<file path="config.mk">
export PLATFORM = sky130hd
export DESIGN_NAME = dreg_bank
export DESIGN_NICKNAME = d
export VERILOG_FILES = /design/src/rtl/dreg_pkg.sv /design/src/rtl/dreg_cell.sv /design/src/rtl/dreg_bank.sv
export SDC_FILE = /design/constraint.sdc
export NUM_CORES = 1
export LEC_CHECK = 0
export BUFFER_PORTS_ARGS = -buffer_cell sky130_fd_sc_hd__buf_2
export CORE_ASPECT_RATIO = 1.5
export CORE_UTILIZATION = 43
export CTS_CLUSTER_DIAMETER = 50
export DETAILED_ROUTE_END_ITERATION = 7
export GPL_TIMING_DRIVEN = 0
export PLACE_DENSITY_LB_ADDON = 0.3
export SETUP_SLACK_MARGIN = 0.4
export SLEW_MARGIN = 20
export SYNTH_ARGS = -nofsm -noshare
export SYNTH_HDL_FRONTEND = slang
export SYNTH_SLANG_ARGS = --single-unit
export TNS_END_PERCENT = 100
</file>
<file path="constraint.sdc">
create_clock -name clk -period 2.5 [get_ports clk]
set_input_delay 0 -clock clk [delete_from_list [all_inputs] [get_ports clk]]
set_output_delay 0 -clock clk [all_outputs]
set_load 0.01 [all_outputs]
</file>
<file path="src/rtl/dreg_pkg.sv">
// Shared types and constants for the dreg_bank channel register file.
package dreg_pkg;

    typedef enum logic [1:0] {
        HOLD = 2'b00,
        LOAD = 2'b01,
        SHL  = 2'b10,
        SHR  = 2'b11
    } mode_e;

    localparam int OP_CNT_W = 8;

endpackage

</file>
<file path="src/rtl/dreg_cell.sv">
// One WIDTH-bit channel register with load/shift next-value logic and async clear.
module dreg_cell
    import dreg_pkg::*;
#(
    parameter int WIDTH = 8
) (
    input  logic             clk,
    input  logic             rest,
    input  logic             en,
    input  mode_e            mode,
    input  logic [WIDTH-1:0] d,
    input  logic             sin,
    output logic [WIDTH-1:0] val,
    output logic             diff
);

    logic [WIDTH-1:0] shl;
    logic [WIDTH-1:0] shr;
    logic [WIDTH-1:0] nxt;

    // A single-bit register has nothing to keep on a shift; sin replaces it
    generate
        if (WIDTH == 1) begin : g_w1
            assign shl = sin;
            assign shr = sin;
        end else begin : g_wn
            assign shl = {val[WIDTH-2:0], sin};
            assign shr = {sin, val[WIDTH-1:1]};
        end
    endgenerate

    always_comb begin
        nxt = val;
        if (en) begin
            case (mode)
                HOLD:    nxt = val;
                LOAD:    nxt = d;
                SHL:     nxt = shl;
                SHR:     nxt = shr;
                default: nxt = val;
            endcase
        end
    end

    assign diff = (nxt != val);

    always_ff @(posedge clk or negedge rest) begin
        if (!rest) begin
            val <= '0;
        end else begin
            val <= nxt;
        end
    end

endmodule

</file>
<file path="src/rtl/dreg_bank.sv">
// Bank of CHANNELS shift/load registers with selected-channel readout.
// Define DREG_PARITY_EN to add the combinational parity output.
module dreg_bank
    import dreg_pkg::*;
#(
    parameter int WIDTH    = 8,
    parameter int CHANNELS = 4,
    localparam int SEL_W   = $clog2(CHANNELS)
) (
    input  logic                clk,
    input  logic                rest,
    input  logic [1:0]          mode,
    input  logic [SEL_W-1:0]    ch_sel,
    input  logic [WIDTH-1:0]    d,
    input  logic                sin,
    output logic [WIDTH-1:0]    q,
    output logic [WIDTH-1:0]    qpar,
    output logic                changed,
    output logic                sel_err,
    output logic [OP_CNT_W-1:0] op_cnt
`ifdef DREG_PARITY_EN
    ,
    output logic                parity
`endif
);

    logic [WIDTH-1:0]    vals [CHANNELS];
    logic [CHANNELS-1:0] hit;
    logic [CHANNELS-1:0] diff;
    logic                valid;
    logic                active;

    generate
        for (genvar i = 0; i < CHANNELS; i++) begin : g_ch
            assign hit[i] = (ch_sel == SEL_W'(i));

            dreg_cell #(
                .WIDTH(WIDTH)
            ) u_cell (
                .clk (clk),
                .rest(rest),
                .en  (hit[i]),
                .mode(mode_e'(mode)),
                .d   (d),
                .sin (sin),
                .val (vals[i]),
                .diff(diff[i])
            );
        end
    endgenerate

    // Out-of-range selects match no channel, so q falls back to zero
    assign valid  = |hit;
    assign active = (mode_e'(mode) != HOLD);

    always_comb begin
        q = '0;
        for (int i = 0; i < CHANNELS; i++) begin
            if (hit[i]) q = vals[i];
        end
    end

    assign qpar = ~q;

`ifdef DREG_PARITY_EN
    assign parity = ^q;
`endif

    always_ff @(posedge clk or negedge rest) begin
        if (!rest) begin
            changed <= 1'b0;
            sel_err <= 1'b0;
            op_cnt  <= '0;
        end else begin
            changed <= |diff;
            sel_err <= active && !valid;
            if (active && valid && (op_cnt != {OP_CNT_W{1'b1}})) begin
                op_cnt <= op_cnt + 1'b1;
            end
        end
    end

endmodule
</file>
==> results of run 1 <==
[sequential cells by signal, indices dropped and copies added, names as in the netlist]
signal	cells
changed	1
g_ch.u_cell.val	32
sel_err	1
op_cnt	8
[final timing paths]
path | startpoint | endpoint | slack [ns] | depth (start not counted)
worst max-delay path | g_ch[0].u_cell.val[6]$_DFF_PN0_ | changed$_DFF_PN0_ | 0.23 | 6
worst min-delay path | d[6] | g_ch[2].u_cell.val[6]$_DFF_PN0_ | 0.08 | 3
worst max register to register | g_ch[0].u_cell.val[6]$_DFF_PN0_ | changed$_DFF_PN0_ | 0.23 | 6
worst min register to register | op_cnt[6]$_DFFE_PN0P_ | op_cnt[6]$_DFFE_PN0P_ | 0.49 | 1
max in group asynchronous | rest | g_ch[3].u_cell.val[3]$_DFF_PN0_ | 1.80 | 3
min in group asynchronous | rest | g_ch[0].u_cell.val[3]$_DFF_PN0_ | 0.19 | 2
[metrics by stage]
step	power, mW	std cells	area, sq um	setup WS [ns]	hold slack (ns)
5_1_grt	2.86	505	3970	0.160	0.132
3_3_place_gp	2.01	469	3500	0.0730	0.199
2_1_floorplan	1.69	330	3180	0.418	-0.296
3_5_place_dp	2.03	469	3500	0.0822	0.209
6_report	2.72	505	3970	0.230	0.0844
4_1_cts	2.61	491	3790	0.354	0.0888
[cell families (layout without fill, tap and decap cells)]
kind of cell    count (synthesis)  count (layout)  synth area share (%)
mux                            41              41                  19.1
xor+xnor                       29              29                  7.99
compound gates                101             101                  20.8
buf+inv                        37             112                  5.94
fa+ha+maj                       1               1                 0.394
other cells                     1               1                 0.118
simple gates                   78              78                  12.6
flops                          42              42                  33.1
[cells in the final DEF, fill, tap and decap left out, types with 8 or more instances in the layout]
cell type,synthesis,layout
sky130_fd_sc_hd__o21ai_0,34,34
sky130_fd_sc_hd__dfrtp_2,0,14
sky130_fd_sc_hd__inv_1,16,16
sky130_fd_sc_hd__mux2_4,15,15
sky130_fd_sc_hd__buf_2,4,43
sky130_fd_sc_hd__mux4_2,8,8
sky130_fd_sc_hd__dfrtp_1,42,28
sky130_fd_sc_hd__xnor2_1,17,17
sky130_fd_sc_hd__nand2_1,34,34
sky130_fd_sc_hd__clkbuf_1,9,9
sky130_fd_sc_hd__and3b_1,8,8
sky130_fd_sc_hd__nor2_1,12,12
sky130_fd_sc_hd__mux2_2,13,13
sky130_fd_sc_hd__a21oi_1,17,10
sky130_fd_sc_hd__a21oi_2,13,19
sky130_fd_sc_hd__buf_4,2,27
sky130_fd_sc_hd__xor2_1,12,12
[routing by layer]
metal | up-vias | share of wire, % | global-route usage (%)
met5 | - | 0 | 0
met4 | 0 | 5.6 | 16.5
met3 | 45 | 6.1 | 4.31
li1 | 1342 | - | -
met1 | 1403 | 38 | 29.3
met2 | 169 | 50 | 45.9
[power groups by stage]
stage	clock [mW]	combinational [mW]	sequential, mW
3_5_place_dp	0	0.968	1.06
5_1_grt	0.497	1.31	1.06
2_1_floorplan	0	0.672	1.02
4_1_cts	0.475	1.10	1.04
6_report	0.465	1.22	1.04
3_3_place_gp	0	0.949	1.06
[area by class of cell]
type                            count  share of cell area [%]
Multi-Input combinational cell    251                    51.7
Sequential cell                    42                    26.9
Timing Repair Buffer               67                    10.9
Buffer                             21                    3.50
Tap cell                          100                    3.15
Clock buffer                        7                    2.18
Inverter                           16                    1.51
Clock inverter                      1                   0.126
[worst min-delay path, stage by stage]
cell and delay [ns]:
sky130_fd_sc_hd__buf_2 0.12, sky130_fd_sc_hd__a22oi_1 0.07, sky130_fd_sc_hd__o21ai_0 0.16
[timing repair]
action | CTS | global route
setup buffers | 12 | 13
resized for setup | 27 | 11
hold buffers | 2 | 0
hold endpoints to repair | 43 | 0
endpoints found under the setup margin | 1 | 3
pin swaps | 10 | 6
==> metrics.log, run 1 <==
[metrics] cell-internal power: 1.68 mW
[metrics] PortBufs: 39
[metrics] count of nets left with antenna violations after detail routing: 0
[metrics] Storage cell area: 1070 sq um
[metrics] TritonCTS clock tree: done
[metrics] routability congestion estimate from global placement: 0.932
[metrics] IO Count: 41
[metrics] combinational cell fraction of total power: 44.7%
[metrics] endpoint class of the critical path: flop
[metrics] filler instances: 629
[metrics] number of buffers and inverters on the critical path: 0
[metrics] distinct cell type count after synthesis: 55
[metrics] clock insertion delay at the later pin of the skew report: 0.30 ns
[metrics] Initial Util: 44.3%
[metrics] Setup Crit Path Kind: flop to flop
[metrics] number of nets in the finished design: 420
[metrics] Top Family by Delay on Critical Path: simple AND/OR/NAND/NOR gates
[metrics] multi-input logic area: 2050 sq um
[metrics] Slew headroom: 49.4%
[metrics] vertical die dimension: 107 um
[metrics] top cells by area in the synthesized netlist: sky130_fd_sc_hd__dfrtp_1, sky130_fd_sc_hd__mux2_4, sky130_fd_sc_hd__mux4_2
[metrics] setup repair after global routing missed its margin: true
[metrics] Die Outline Area: 7750 sq um
[metrics] synthesis-to-finish area growth: 24.8%
[metrics] cell type with the highest aggregate area in the netlist: sky130_fd_sc_hd__dfrtp_1
[metrics] Net Count, Synth: 346
[metrics] Yosys reg bits: 42
[metrics] buffer depth of the longest clock path: 2
[metrics] count of routing violations after the opening detailed-route iteration: 299
[metrics] overall via count from detail_route: 2,959
[metrics] dominant cell by count in the synthesized netlist: sky130_fd_sc_hd__dfrtp_1
[metrics] data arrival time of the critical path: 2.44 ns
[metrics] switching power: 1.04 mW
[metrics] fraction of post-synthesis cell area in the top cell type by area: 33.1%
[metrics] Clock Pin Slew Worst Setup and Hold Paths: 0.08 ns
[metrics] data required time at the worst endpoint: 2.67 ns
[metrics] number of global-route vias before repair: 2,919
[metrics] average wire length per cell after detail routing: 19.6 um
[metrics] maximum clock rate: 441 MHz
[metrics] fraction of the cycle the final worst path needs: 90.8%
[metrics] MaxCap Viol Count: 0
[metrics] reported leakage power: 1.75 nW
[metrics] highest-delay cell along the critical path: sky130_fd_sc_hd__or4_4
[metrics] initial antenna violation count: 0
[metrics] Congestion Overflow GR: 0
[metrics] share of final-layout standard cells stronger than drive strength 1: 41.5%
[metrics] peak ir drop on the vdd network: 0.000527 V
[metrics] Cell Area, Synth: 3180 sq um
[metrics] master cell of the clock root buffer: sky130_fd_sc_hd__clkbuf_8
[metrics] Slew Viols, Final: 0
[metrics] overall routed net length: 9900 um
[metrics] Hold WC Path Type: input pin to flop
[metrics] clock buffers created by TritonCTS: 5
[metrics] pin slew with the least headroom to its limit: 0.758 ns
[metrics] number of hold-slack violations in the final timing report: 0
[metrics] Warnings, synthesis: 0
[metrics] Final Setup Violations: 0
[metrics] all-layer global routing usage: 26.4%
[metrics] CTS Sinks: 42
[metrics] sequential-to-total area share from yosys stat: 33.1%
[metrics] number of antenna diodes: 0
[metrics] # H-tree levels: 2
[metrics] run status: completed
[metrics] final core occ: 55.2%
[metrics] first-pass iteration count of the detailed router: 5
[metrics] startpoint type of the worst setup path: flop
[metrics] most common flop cell mapped by yosys: sky130_fd_sc_hd__dfrtp_1
[metrics] maximum number of pins on one net before global-route repair: 43
[metrics] sum of negative setup slack: 0 ns
[metrics] mean instance size in the synthesized netlist: 9.63 sq um
[metrics] Critical Path Fanout Max: 5
[metrics] clock skew after layout: 0.0112 ns
[metrics] x dimension of the die: 72.2 um
[metrics] DP Wirelength: 6950 um
[metrics] P per Cell Area: 686 nW/um^2
[metrics] power share of the sequential group: 38.2%
[metrics] DRC Markers: 0
[metrics] slowest stage delay, CP: 0.50 ns
[metrics] crit path cell chain: mux2_4 -> a21oi_2 -> xor2_1 -> a21oi_1 -> or3_1 -> or4_4
[metrics] Async SR Flop Fraction: 100%
[metrics] Final Critical Period: 2.27 ns
[metrics] synthesized netlist cell count: 330
[metrics] placeable core region: 7180 sq um
[metrics] number of enable-type register cells in the synthesized netlist: 0
[metrics] Std-Cell Rows: 38
[metrics] most instantiated cells after synthesis: sky130_fd_sc_hd__dfrtp_1, sky130_fd_sc_hd__nand2_1, sky130_fd_sc_hd__o21ai_0
[metrics] per-cell via count in the routed design: 5.86
[metrics] wire length of the first global-routing pass: 15,300 um
[metrics] Switching Share: 38.4%
[metrics] share of total power in the clock network: 17.1%
(Power assumes the default switching activity.)
==> inputs of run 2 (changes only) <==
- CELL_PAD_IN_SITES_DETAIL_PLACEMENT: unset -> 0
- CELL_PAD_IN_SITES_GLOBAL_PLACEMENT: unset -> 1
==> run 2 against run 1 <==
  * Global-route usage up 1.1 points
  * Sequential share of layout area up 0.52 points
  * Sequential power about the same
  * Die area unchanged
  * Fmax up 1.8%
  * Flip-flop and latch count unchanged
  * Power up 0.71%
  * Final cell count down 2.6%
  * Core utilization down 1.4 points
  * Combinational power down 6%
  * Non-clock buffer count down 13
  * Critical path depth unchanged
  * Largest cell class unchanged
==> metrics.log, run 2 (same netlist as run 1, synthesis figures left out) <==
[metrics] x dimension of the die: 72.2 um (unchanged)
[metrics] vertical die dimension: 107 um (unchanged)
[metrics] critical register-to-register path endpoint: changed$_DFF_PN0_ (unchanged)
[metrics] combinational cell fraction of total power: 41.9% (was 44.7%)
[metrics] first-pass iteration count of the detailed router: 4 (was 5)
[metrics] clock buffers created by TritonCTS: 5 (unchanged)
[metrics] Critical Path Fanout Max: 5 (unchanged)
[metrics] number of hold-slack violations in the final timing report: 0 (unchanged)
[metrics] most common cell after layout, fill and taps aside: sky130_fd_sc_hd__buf_2 (unchanged)
[metrics] slowest stage delay, CP: 0.56 ns (was 0.50 ns)
[metrics] number of antenna diodes: 0 (unchanged)
[metrics] CTS Sinks: 42 (unchanged)
[metrics] depth of the worst register-to-register path: 6 (unchanged)
[metrics] reported leakage power: 1.68 nW (was 1.75 nW)
[metrics] highest-delay cell along the critical path: sky130_fd_sc_hd__or4_4 (unchanged)
[metrics] count of routing violations after the opening detailed-route iteration: 235 (was 299)
[metrics] wire length of the first global-routing pass: 15,600 um (was 15,300 um)
[metrics] pin slew with the least headroom to its limit: 0.748 ns (was 0.758 ns)
[metrics] number of global-route vias before repair: 2,831 (was 2,919)
[metrics] P per Cell Area: 709 nW/um^2 (was 686 nW/um^2)
[metrics] run status: completed (unchanged)
[metrics] Slew headroom: 50.1% (was 49.4%)
[metrics] min setup slack post-route: 0.270 ns (was 0.230 ns)
[metrics] slack of the worst reg-to-reg path: 0.27 ns (was 0.23 ns)
[metrics] register ranked first by flip-flop count: g_ch.u_cell.val (unchanged)
[metrics] all-layer global routing usage: 27.4% (was 26.4%)
[metrics] average wire length per cell after detail routing: 20.1 um (was 19.6 um)
[metrics] Worst Setup Slack post-DPL: -0.0163 ns (was 0.0822 ns)
[metrics] count of nets left with antenna violations after detail routing: 0 (unchanged)
[metrics] overall routed net length: 9870 um (was 9900 um)
[metrics] PortBufs: 39 (unchanged)
[metrics] instance count on the critical path: 6 (unchanged)
[metrics] startpoint type of the worst setup path: flop (unchanged)
[metrics] synthesis-to-finish area growth: 21.7% (was 24.8%)
[metrics] CP endpoint: changed$_DFF_PN0_ (unchanged)
[metrics] maximum number of pins on one net before global-route repair: 43 (unchanged)
[metrics] Final Setup Violations: 0 (unchanged)
[metrics] power share of the sequential group: 38.3% (was 38.2%)
[metrics] Clock Pin Slew Worst Setup and Hold Paths: 0.08 ns (about the same)
[metrics] peak ir drop on the vdd network: 0.000416 V (was 0.000527 V)
[metrics] Switching Share: 37.6% (was 38.4%)
[metrics] start point of the critical path: g_ch[0].u_cell.val[5]$_DFF_PN0_ (was g_ch[0].u_cell.val[6]$_DFF_PN0_)
[metrics] # H-tree levels: 2 (unchanged)
[metrics] master cell of the clock root buffer: sky130_fd_sc_hd__clkbuf_8 (unchanged)
[metrics] Worst R2R Start: g_ch[0].u_cell.val[5]$_DFF_PN0_ (was g_ch[0].u_cell.val[6]$_DFF_PN0_)
[metrics] Slew Viols, Final: 0 (unchanged)
[metrics] biggest registers after layout: g_ch.u_cell.val (32), op_cnt (8) (unchanged)
[metrics] switching power: 1.03 mW (was 1.04 mW)
[metrics] setup repair after global routing missed its margin: true (unchanged)
[metrics] fraction of the cycle the final worst path needs: 89.2% (was 90.8%)
[metrics] final core occ: 53.9% (was 55.2%)
[metrics] Congestion Overflow GR: 0 (unchanged)
[metrics] placeable core region: 7180 sq um (unchanged)
[metrics] per-cell via count in the routed design: 5.79 (was 5.86)
[metrics] Die Outline Area: 7750 sq um (unchanged)
[metrics] initial antenna violation count: 0 (unchanged)
[metrics] Final Critical Period: 2.23 ns (was 2.27 ns)
[metrics] Initial Util: 44.3% (unchanged)
[metrics] commonest cells after routing, fill and taps aside: sky130_fd_sc_hd__buf_2, sky130_fd_sc_hd__nand2_1, sky130_fd_sc_hd__o21ai_0 (unchanged)
[metrics] Top Family by Delay on Critical Path: simple AND/OR/NAND/NOR gates (unchanged)
[metrics] Setup Crit Path Kind: flop to flop (unchanged)
[metrics] IO Count: 41 (unchanged)
[metrics] number of buffers and inverters on the critical path: 0 (unchanged)
[metrics] endpoint class of the critical path: flop (unchanged)
[metrics] TritonCTS clock tree: done (unchanged)
[metrics] cell-internal power: 1.71 mW (was 1.68 mW)
[metrics] routability congestion estimate from global placement: 0.932 (about the same)
[metrics] DRC Markers: 0 (unchanged)
[metrics] clock skew after layout: 0.00664 ns (was 0.0112 ns)
[metrics] MaxCap Viol Count: 0 (unchanged)
[metrics] clock insertion delay at the later pin of the skew report: 0.31 ns (was 0.30 ns)
[metrics] number of nets in the finished design: 407 (was 420)
[metrics] share of final-layout standard cells stronger than drive strength 1: 39.0% (was 41.5%)
[metrics] data required time at the worst endpoint: 2.68 ns (was 2.67 ns)
[metrics] share of total power in the clock network: 19.8% (was 17.1%)
[metrics] DP Wirelength: 7200 um (was 6950 um)
[metrics] Std-Cell Rows: 38 (unchanged)
[metrics] data arrival time of the critical path: 2.41 ns (was 2.44 ns)
[metrics] crit path cell chain: mux2_2 -> a21oi_2 -> nor2_1 -> nor4_2 -> o22ai_1 -> or4_4 (was mux2_4 -> a21oi_2 -> xor2_1 -> a21oi_1 -> or3_1 -> or4_4)
[metrics] buffer depth of the longest clock path: 2 (unchanged)
[metrics] flip-flop count of the largest register after layout: 32 (unchanged)
[metrics] Hold WC Path Type: input pin to flop (unchanged)
[metrics] maximum clock rate: 448 MHz (was 441 MHz)
[metrics] overall via count from detail_route: 2,847 (was 2,959)
==> run 2: power groups by stage <==
stage | logic [mW] | registers, mW | clock network [mW]
after floorplan | 0.672 | 1.02 | 0
after global placement | 0.956 | 1.06 | 0
after detailed placement | 0.971 | 1.06 | 0
after CTS | 1.12 | 1.04 | 0.562
after global routing | 1.24 | 1.07 | 0.588
final | 1.15 | 1.05 | 0.543
==> run 2: worst min path at each step <==
stage,start,end,slack (ns),cells after the start
floorplan,rest,changed$_DFF_PN0_,-0.30,0
global placement,rest,g_ch[0].u_cell.val[2]$_DFF_PN0_,0.21,1
detailed placement,rest,g_ch[0].u_cell.val[2]$_DFF_PN0_,0.22,1
CTS,d[6],g_ch[2].u_cell.val[6]$_DFF_PN0_,0.05,3
global route,d[3],g_ch[2].u_cell.val[3]$_DFF_PN0_,0.08,3
finish,d[6],g_ch[2].u_cell.val[6]$_DFF_PN0_,0.06,3
==> run 2: layout make-up <==
type | instances | area (sq um)
fill | 661 | 3310
timing repair buffer | 54 | 315
sequential | 42 | 1060
clock buffer | 6 | 72.6
tap | 100 | 125
buffer | 21 | 139
clock inverter | 2 | 37.5
multi-input combinational | 251 | 2060
inverter | 16 | 60.1
==> run 2: through the flow <==
stage | area, sq um | power, mW | hold slack (ns) | setup TNS (ns) | std cells
floorplan | 3180 | 1.69 | -0.296 | 0 | 330
global placement | 3500 | 2.02 | 0.207 | 0 | 469
detailed placement | 3500 | 2.04 | 0.218 | -0.0163 | 469
CTS | 3840 | 2.72 | 0.0541 | 0 | 492
global route | 3870 | 2.90 | 0.0846 | 0 | 492
finish | 3870 | 2.74 | 0.0582 | 0 | 492
==> run 2: routing by layer <==
layer  wire length [um]  up-vias  GRT usage (%)
li1                   -     1321              -
met1               3760     1359           31.4
met2               4970      134           46.5
met3                595       33           4.40
met4                541        0           17.9
met5                  0        -              0
==> run 2: worst min-delay path, cell delays in order <==
cell                      delay (ns)
sky130_fd_sc_hd__buf_2          0.12
sky130_fd_sc_hd__a22oi_1        0.07
sky130_fd_sc_hd__o21ai_0        0.15
==> run 2: what timing repair did <==
item | CTS | global route
pin swaps | 15 | 3
endpoints found under the setup margin | 2 | 1
buffers inserted | 13 | 0
resized for setup | 32 | 3
endpoints found under the hold margin | 43 | 0
hold buffers | 2 | 0
